`src/rtl/mem_port_pkg.sv`:
```
// mem_port_pkg: shared access-size/state types, f3 codes and alignment helpers for mem_port.
// Build option: MEM_MISALIGN_TRAP_EN turns misaligned accesses into faults instead of forcing alignment.
package mem_port_pkg;
   typedef enum logic [1:0] {MEM_B, MEM_H, MEM_W} mem_size_t;
   typedef enum logic [1:0] {MP_IDLE, MP_REQ, MP_RESP, MP_FIN} memport_state_t;
   localparam logic [2:0] F3_LB = 3'b000, F3_LH = 3'b001, F3_LW = 3'b010, F3_LBU = 3'b100, F3_LHU = 3'b101;
   localparam logic [2:0] F3_SB = 3'b000, F3_SH = 3'b001, F3_SW = 3'b010;
`ifdef MEM_MISALIGN_TRAP_EN
   localparam bit TRAP_EN = 1'b1;
`else
   localparam bit TRAP_EN = 1'b0;
`endif
   function automatic mem_size_t f3_size(input logic [1:0] f);
      return f == 2'd0 ? MEM_B : f == 2'd1 ? MEM_H : MEM_W;
   endfunction
   function automatic logic misaligned(input mem_size_t s, input logic [1:0] a);
      return (s == MEM_H && a[0]) || (s == MEM_W && a != 2'b00);
   endfunction
endpackage

```
`src/rtl/mem_lane_align.sv`:
```
// mem_lane_align: byte-lane strobes, store replication, load shift/extension and misalign detect.
// Without MEM_MISALIGN_TRAP_EN the low offset bits are masked down to the access size.
module mem_lane_align
   import mem_port_pkg::*;
(
   input  mem_size_t   size,
   input  logic        uns,
   input  logic [1:0]  off,
   input  logic [31:0] wdata,
   input  logic [31:0] rword,
   output logic [3:0]  strb,
   output logic [31:0] wlanes,
   output logic [31:0] rfmt,
   output logic        misalign
);
   logic [1:0]  eo;
   logic [31:0] sh;
   assign misalign = misaligned(size, off);
   assign eo = TRAP_EN ? off : size == MEM_W ? 2'b00 : size == MEM_H ? {off[1], 1'b0} : off;
   assign strb = size == MEM_W ? 4'b1111 : size == MEM_H ? 4'b0011 << eo : 4'b0001 << eo;
   assign wlanes = size == MEM_W ? wdata : size == MEM_H ? {2{wdata[15:0]}} : {4{wdata[7:0]}};
   assign sh = rword >> {eo, 3'b000};
   assign rfmt = size == MEM_W ? sh :
                 size == MEM_H ? {{16{sh[15] & ~uns}}, sh[15:0]} :
                                 {{24{sh[7] & ~uns}}, sh[7:0]};
endmodule

```
`src/rtl/mem_port.sv`:
```
// mem_port: memory access FSM between control unit rd/wr pulses and a valid/ready + rvalid bus.
// Build option: MEM_MISALIGN_TRAP_EN (see mem_port_pkg) makes misaligned accesses fault without a bus cycle.
module mem_port
   import mem_port_pkg::*;
#(
   parameter int          AW          = 32,
   parameter logic [31:0] RESET_RDATA = 32'h0000_0013
) (
   input  logic          clk,
   input  logic          rst,
   input  logic          req_rd,
   input  logic          req_wr,
   input  logic          req_data,
   input  logic [2:0]    req_f3,
   input  logic [31:0]   req_addr,
   input  logic [31:0]   req_wdata,
   output logic          done,
   output logic [31:0]   rdata,
   output logic          busy,
   output logic          fault,
   output logic          bus_valid,
   input  logic          bus_ready,
   output logic          bus_we,
   output logic [AW-1:0] bus_addr,
   output logic [3:0]    bus_wstrb,
   output logic [31:0]   bus_wdata,
   input  logic          bus_rvalid,
   input  logic [31:0]   bus_rdata
);
   memport_state_t state;
   logic [AW-1:0]  a_addr;
   logic [31:0]    a_wdata, wlanes, rfmt;
   mem_size_t      a_size, n_size, al_size;
   logic           a_uns, trap, req, accept, mis, go_trap;
   logic [1:0]     al_off;
   logic [3:0]     strb;
   assign req = req_rd | req_wr;
   assign accept = state == MP_IDLE || (state == MP_FIN && done);
   assign n_size = req_data ? f3_size(req_f3[1:0]) : MEM_W;
   // While accepting, the aligner looks at the incoming request so misalignment is known up front.
   assign al_size = accept ? n_size : a_size;
   assign al_off = accept ? req_addr[1:0] : a_addr[1:0];
   assign go_trap = TRAP_EN && mis;
   assign busy = state != MP_IDLE;
   assign bus_addr = {a_addr[AW-1:2], 2'b00};
   assign bus_wstrb = bus_valid && bus_we ? strb : 4'b0000;
   assign bus_wdata = wlanes;
   mem_lane_align u_align (
      .size(al_size), .uns(a_uns), .off(al_off), .wdata(a_wdata), .rword(bus_rdata),
      .strb(strb), .wlanes(wlanes), .rfmt(rfmt), .misalign(mis)
   );
   always_ff @(posedge clk) begin
      if (rst) begin
         state     <= MP_IDLE;
         done      <= 1'b0;
         fault     <= 1'b0;
         bus_valid <= 1'b0;
         bus_we    <= 1'b0;
         rdata     <= RESET_RDATA;
         trap      <= 1'b0;
         a_addr    <= '0;
         a_size    <= MEM_W;
         a_uns     <= 1'b0;
         a_wdata   <= '0;
      end else begin
         done  <= 1'b0;
         fault <= 1'b0;
         case (state)
            MP_IDLE, MP_FIN:
               if (trap) begin
                  done  <= 1'b1;
                  fault <= 1'b1;
                  trap  <= 1'b0;
                  state <= MP_IDLE;
               end else if (accept && req) begin
                  a_addr  <= req_addr[AW-1:0];
                  a_size  <= n_size;
                  a_uns   <= req_data & req_f3[2];
                  a_wdata <= req_wdata;
                  bus_we  <= req_wr;
                  if (go_trap) begin
                     trap  <= 1'b1;
                     state <= MP_FIN;
                  end else begin
                     bus_valid <= 1'b1;
                     state     <= MP_REQ;
                  end
               end else begin
                  state <= MP_IDLE;
               end
            MP_REQ:
               if (bus_ready) begin
                  bus_valid <= 1'b0;
                  if (bus_we || bus_rvalid) begin
                     if (!bus_we) rdata <= rfmt;
                     done  <= 1'b1;
                     state <= MP_FIN;
                  end else begin
                     state <= MP_RESP;
                  end
               end
            MP_RESP:
               if (bus_rvalid) begin
                  rdata <= rfmt;
                  done  <= 1'b1;
                  state <= MP_FIN;
               end
            default: state <= MP_IDLE;
         endcase
      end
   end
`ifndef SYNTHESIS
   // A request outside IDLE or the done cycle is dropped; flag it in simulation.
   assert property (@(posedge clk) disable iff (rst) req |-> accept);
`endif
endmodule
```
`config.mk`:
```
export PLATFORM = sky130hd
export DESIGN_NAME = mem_port
export DESIGN_NICKNAME = d
export VERILOG_FILES = /design/src/rtl/mem_port_pkg.sv /design/src/rtl/mem_lane_align.sv /design/src/rtl/mem_port.sv
export SDC_FILE = /design/constraint.sdc
export NUM_CORES = 1
export LEC_CHECK = 0
export CAP_MARGIN = 10
export CORE_MARGIN = 4
export CORE_UTILIZATION = 40
export CTS_BUF_LIST = sky130_fd_sc_hd__clkbuf_8
export DETAILED_ROUTE_END_ITERATION = 12
export PLACE_DENSITY_LB_ADDON = 0.08
export SETUP_SLACK_MARGIN = 0.2
export SLEW_MARGIN = 20
export SYNTH_ARGS = -nofsm -noshare
export SYNTH_HDL_FRONTEND = slang
export SYNTH_HIERARCHICAL = 1
export SYNTH_SLANG_ARGS = --single-unit
```
`constraint.sdc`:
```
create_clock -name clk -period 4.25 [get_ports clk]
set_input_delay 0.425 -clock clk [delete_from_list [all_inputs] [get_ports clk]]
set_output_delay 0.425 -clock clk [all_outputs]
set_load 0.05 [all_outputs]
```
Word level (Yosys, flattened, before mapping)
Cells that the tools add are included.
{ "totals": {"ff_bits": 104, "latchBits": 0, "inputBits": 106, "memories": 0, "romBits": 0, "output_inout_bits": 105, "ram_bits": 0} }
{ "classes": {"bitwise": 5, "n_addsub": 0, "shift": 3, "muxes": 31, "mul": 0, "reduce_logical": 15, "div_mod_pow": 0, "n_eq_ne": 11, "order_cmp": 0} }
{ "ops": {"columns": ["cell", "count"], "rows": [
  ["$mux W32", 8],
  ["$pmux W32 S2", 1],
  ["$shr A32 B5 Y32", 1],
  ["$mux W2", 8],
  ["$mux W4", 3],
  ["$ne A2 B2 Y1 const B", 5],
  ["$mux W1", 8],
  ["$eq A2 B1 Y1 const B", 3],
  ["$eq A2 B2 Y1 const B", 3],
  ["$pmux W2 S3", 1],
  ["$reduce_bool A2 Y1", 3],
  ["$reduce_and A5 Y1", 1],
  ["$logic_not A2 Y1", 2],
  ["$reduce_and A2 Y1", 2],
  ["$shl A1 B2 Y4 const A", 1],
  ["$shl A2 B2 Y4 const A", 1],
  ["$and A1 B1 Y1", 3],
  ["$logic_and A1 B1 Y1", 3],
  ["$pmux W1 S3", 1],
  ["$reduce_and A3 Y1", 1],
  ["$logic_or A1 B1 Y1", 2],
  ["$pmux W1 S2", 1],
  ["$reduce_or A2 Y1", 1],
  ["$not A1 Y1", 1],
  ["$or A1 B1 Y1", 1]
]} }

Depth between registers and ports, before layout
{ "logic_depth": {"ltp_word": 16, "ltp_mapped": 16, "mapped_depth_nobuf": 12} }

Modules after synthesis
Netlist, hierarchy kept.
{ "by_module_without_submodules": {"columns": ["mod", "area_per_inst_um2", "seq_area_each_um2", "cells_each", "instances"], "rows": [
  ["mem_port", 4511.8, 2082.0, 535, 1],
  ["mem_lane_align", 1270.0, 0.0, 183, 1]
]} }

Worst setup path after synthesis
OpenSTA, ideal clock, no wires.
{ "synth_path": {"path_kind": "flip-flop to output port", "start": "register done", "end": "output bus_wdata[29]", "t_arrival_ns": 2.904, "n_path_buf": 5, "path_stages_with_launch": 11, "slack_ns": 0.921, "cell_sequence": "dfxtp_1 -> a21o_1 -> buf_2 -> buf_2 -> nand3_1 -> nand2_1 -> buf_2 -> buf_2 -> buf_2 -> mux2i_1 -> a21oi_1"} }
{ "synth_via": {"elab_chain_cells": 6} }
{ "synth_lines": {"columns": ["item", "line", "text"], "rows": [
  ["start: declaration", "mem_port.sv:17", "output logic done,"],
  ["start signal: assignment", "mem_port.sv:55", "done <= 1'b0;"],
  ["start signal: assignment", "mem_port.sv:66", "done <= 1'b0;"],
  ["start signal: assignment", "mem_port.sv:71", "done <= 1'b1;"],
  ["$logic_and A1 B1 Y1 (*)", "mem_port.sv:38", "assign accept = state == MP_IDLE || (state == MP_FIN && done);"],
  ["$logic_or A1 B1 Y1 (*)", "mem_port.sv:38", null],
  ["$mux W2 (*)", "mem_port.sv:41", "assign al_size = accept ? n_size : a_size;"],
  ["via al_size[0]", "mem_port.sv:33", "mem_size_t a_size, n_size, al_size;"],
  ["$eq A2 B1 Y1", "mem_lane_align.sv:21", "assign wlanes = size == MEM_W ? wdata : size == MEM_H ? {2{wdata[15:0]}} : {4{wdata[7:0]}};"],
  ["$mux W32", "mem_lane_align.sv:21", null],
  ["$mux W32 (*)", "mem_lane_align.sv:21", null],
  ["end: declaration", "mem_port.sv:26", "output logic [31:0] bus_wdata,"]
]} }
Mark *: on every way through the listed nets, which the timed path passes. The rest lies on a longest branch.

Worst setup path after layout
{ "layout_path": {"start": "register state[0]", "end": "output bus_wstrb[1]"} }
{ "layout_via": {"elab_chain_cells": 11} }
{ "layout_lines": {"columns": ["item", "line", "text"], "rows": [
  ["start: declaration", "mem_port.sv:30", "memport_state_t state;"],
  ["start signal: assignment", "mem_port.sv:54", "state <= MP_IDLE;"],
  ["start signal: assignment", "mem_port.sv:74", "state <= MP_IDLE;"],
  ["start signal: assignment", "mem_port.sv:83", "state <= MP_FIN;"],
  ["$eq A2 B2 Y1", "mem_port.sv:38", null],
  ["$logic_and A1 B1 Y1", "mem_port.sv:38", null],
  ["$logic_or A1 B1 Y1 (*)", "mem_port.sv:38", null],
  ["$mux W2 (*)", "mem_port.sv:41", null],
  ["via al_size[0]", "mem_port.sv:33", null],
  ["$eq A2 B1 Y1", "mem_lane_align.sv:19, mem_lane_align.sv:20", null],
  ["$mux W1", "mem_lane_align.sv:19", "assign eo = TRAP_EN ? off : size == MEM_W ? 2'b00 : size == MEM_H ? {off[1], 1'b0} : off;"],
  ["$mux W2", "mem_lane_align.sv:19", null],
  ["$shl A2 B2 Y4 or $shl A1 B2 Y4 (tied branches)", "mem_lane_align.sv:20", "assign strb = size == MEM_W ? 4'b1111 : size == MEM_H ? 4'b0011 << eo : 4'b0001 << eo;"],
  ["$mux W4", "mem_lane_align.sv:20", null],
  ["$mux W4 (*)", "mem_lane_align.sv:20", null],
  ["via strb[1]", "mem_port.sv:36", "logic [3:0] strb;"],
  ["$mux W4 (*)", "mem_port.sv:46", "assign bus_wstrb = bus_valid && bus_we ? strb : 4'b0000;"],
  ["end: declaration", "mem_port.sv:25", "output logic [3:0] bus_wstrb,"]
]} }
Marks and branches as above.

==> reports/qor.csv <==
stage,metric,value,unit
status,status,completed,
sta,achievable frequency,273,MHz
die,initial core utilization,0.412,
placed_design,Final Wtd Congestion,0.848,
global_routing,vias in the first global route,5457,
sta,WHS,0.463,ns
critical_path,CP Data Arrival Time,3.24,ns
synth,Post-Synthesis Cells,715,
synth,synthesized area,0.00577,mm^2
global_routing,GR peak layer,met2,
sta,max-slew violations,0,
synth,average cell area after synthesis,8.07,um^2
final_layout,layout cell share with drive strength beyond 1,0.108,
critical_path,Startpoint Class,flop,
hold_path,Min-Delay Path Class,reg2reg,
sta,setup_tns,0,ns
die,Core ar.,0.0140,mm^2
global_routing,global routing met1 resource utilization,0.273,
clock_network,clk_lat worst skew,0.39,ns
clock_network,CTS tree,done,
global_routing,total track usage,0.215,
die,die area,0.0164,mm^2
clock_network,"Setup Fix Bufs, Post-CTS",0,
run,max cap viols,0,
route,routed length per instance,17.5,um
route,post-DR vias/cell,5.34,
sta,period utilisation layout,0.862,
route,via count,5501,
sta,Max-slew headroom,0.331,
synth,"Warnings, synthesis",6,
global_routing,global-route wire length before repair,28500,um
clock_network,TritonCTS Buffers,9,
route,WL final,18100,um
sta,fin crit period,3.67,ns
sta,clk_skew,0.0111,ns
clock_network,"Reg clk slew, reported paths",0.10,ns
route,drt pass-1 iters,6,
die,Die H,128,um
clock_network,CTS Buffer Depth,2,
route,initial DRC count,398,
die,io pins,211,
sta,Fin. Hold Viols,0,
power_and_ir_drop,leakage,2.96,nW
critical_path,worst endpoint required time,3.83,ns
critical_path,Crit Path Max Fanout,40,
die,chip width,128,um
global_routing,met2 usage,0.348,
sta,final setup fails,0,
route,Remaining DRCs,0,
global_routing,largest net degree at the start of global routing,76,
clock_network,hold_buf cts,0,
power_and_ir_drop,worst vdd ir,0.528,mV
clock_network,number of gates resized after cts,0,
placed_design,HPWL after DPL,12900,um
clock_network,H-Tree Depth,3,
route,ANT nets after route,0,
final_layout,Final #Nets,955,
critical_path,critical path type,reg2out,
global_routing,Overflow after GRT,0,
power_and_ir_drop,PD cells,748,mW/mm^2
global_routing,GR Util met3,0.0754,
clock_network,CTS Sinks,104,
final_layout,ant diodes,0,
sta,Slew @ Worst Pin,0.998,ns
clock_network,Root Driver,clkbuf_8,
sta,RSZ-0062 raised after global routing,false,
global_routing,initial antenna violation count,0,
critical_path,kind of end point of the critical path,output pin,
final_layout,area grow syn2layout,36.8,%
die,Rows,43,
placed_design,Port Buffer Count,207,
==> layer usage <==
layer | part of all wire | vias up | routed length [um]
met5 | 0 | - | 0
met4 | 0.016 | 0 | 291
met3 | 0.077 | 26 | 1390
met2 | 0.48 | 194 | 8640
met1 | 0.43 | 2576 | 7730
li1 | - | 2705 | -
==> where the power goes <==
group / leakage, nW / internal [mW] / switching, mW
registers: 0.851 / 1.25 / 0.191
clock network: 0.0855 / 0.225 / 0.351
logic: 2.02 / 1.37 / 2.52
total: 2.96 / 2.85 / 3.06
==> flip-flops by register name (all words and copies together) (netlist names) <==
signal     count
state          2
rdata         32
a_wdata       32
done           1
a_addr        32
a_size         2
bus_we         1
bus_valid      1
a_uns          1
==> worst max-delay path, cell delays in order, from the launching register on <==
cell      delay [ns]
dfxtp_1         0.34
inv_1           0.10
ha_1            0.26
a21o_2          0.16
buf_4           0.38
nand3_1         0.12
nand2_1         0.18
buf_4           0.36
nand2b_1        0.19
nand2_2         0.19
o31a_1          0.18
and3_1          0.19
buf_4           0.19
==> layout by cell type (no fill, tap or decap), types with 10 or more instances in the layout <==
cell type / instances
clkdlybuf4s50_1: 178
nand2_1: 120
dfxtp_1: 104
a21oi_1: 92
nand3_1: 66
o21ai_1: 52
mux2i_1: 48
buf_4: 24
o21ai_0: 23
buf_12: 19
nor2b_1: 12
clkbuf_8: 10
==> stage by stage <==
| stage | total power, mW | area [um^2] | cells | setup WS (ns) | utilization |
|---|---|---|---|---|---|
| floorplan | 4.28 | 5780 | 717 | 0.921 | - |
| global placement | 5.30 | 7720 | 1014 | 0.930 | 0.552 |
| detailed placement | 5.36 | 7720 | 1014 | 0.832 | 0.552 |
| CTS | 5.94 | 7890 | 1030 | 0.534 | 0.564 |
| global route | 6.27 | 7890 | 1030 | 0.302 | 0.564 |
| finish | 5.91 | 7890 | 1030 | 0.585 | 0.564 |
==> layout make-up <==
cell class | count | area (um^2)
inverters | 5 | 18.8
multi-input cells | 503 | 3040
repair buffers | 222 | 2350
clock inverters | 6 | 36.3
fillers | 1337 | 6100
clock buffers | 10 | 138
well taps | 180 | 225
flip-flops and latches | 104 | 2080
==> path summary, 6_finish.rpt <==
path	slack, ns	startpoint	to	cells after the start
hold / removal	0.46	rdata[13]	rdata[13]	2
setup reg to reg	0.84	state[0]	rdata[19]	14
hold reg to reg	0.46	rdata[13]	rdata[13]	2
setup / recovery	0.58	state[0]	bus_wstrb[1]	12
Power figures use the tool's default switching activity.
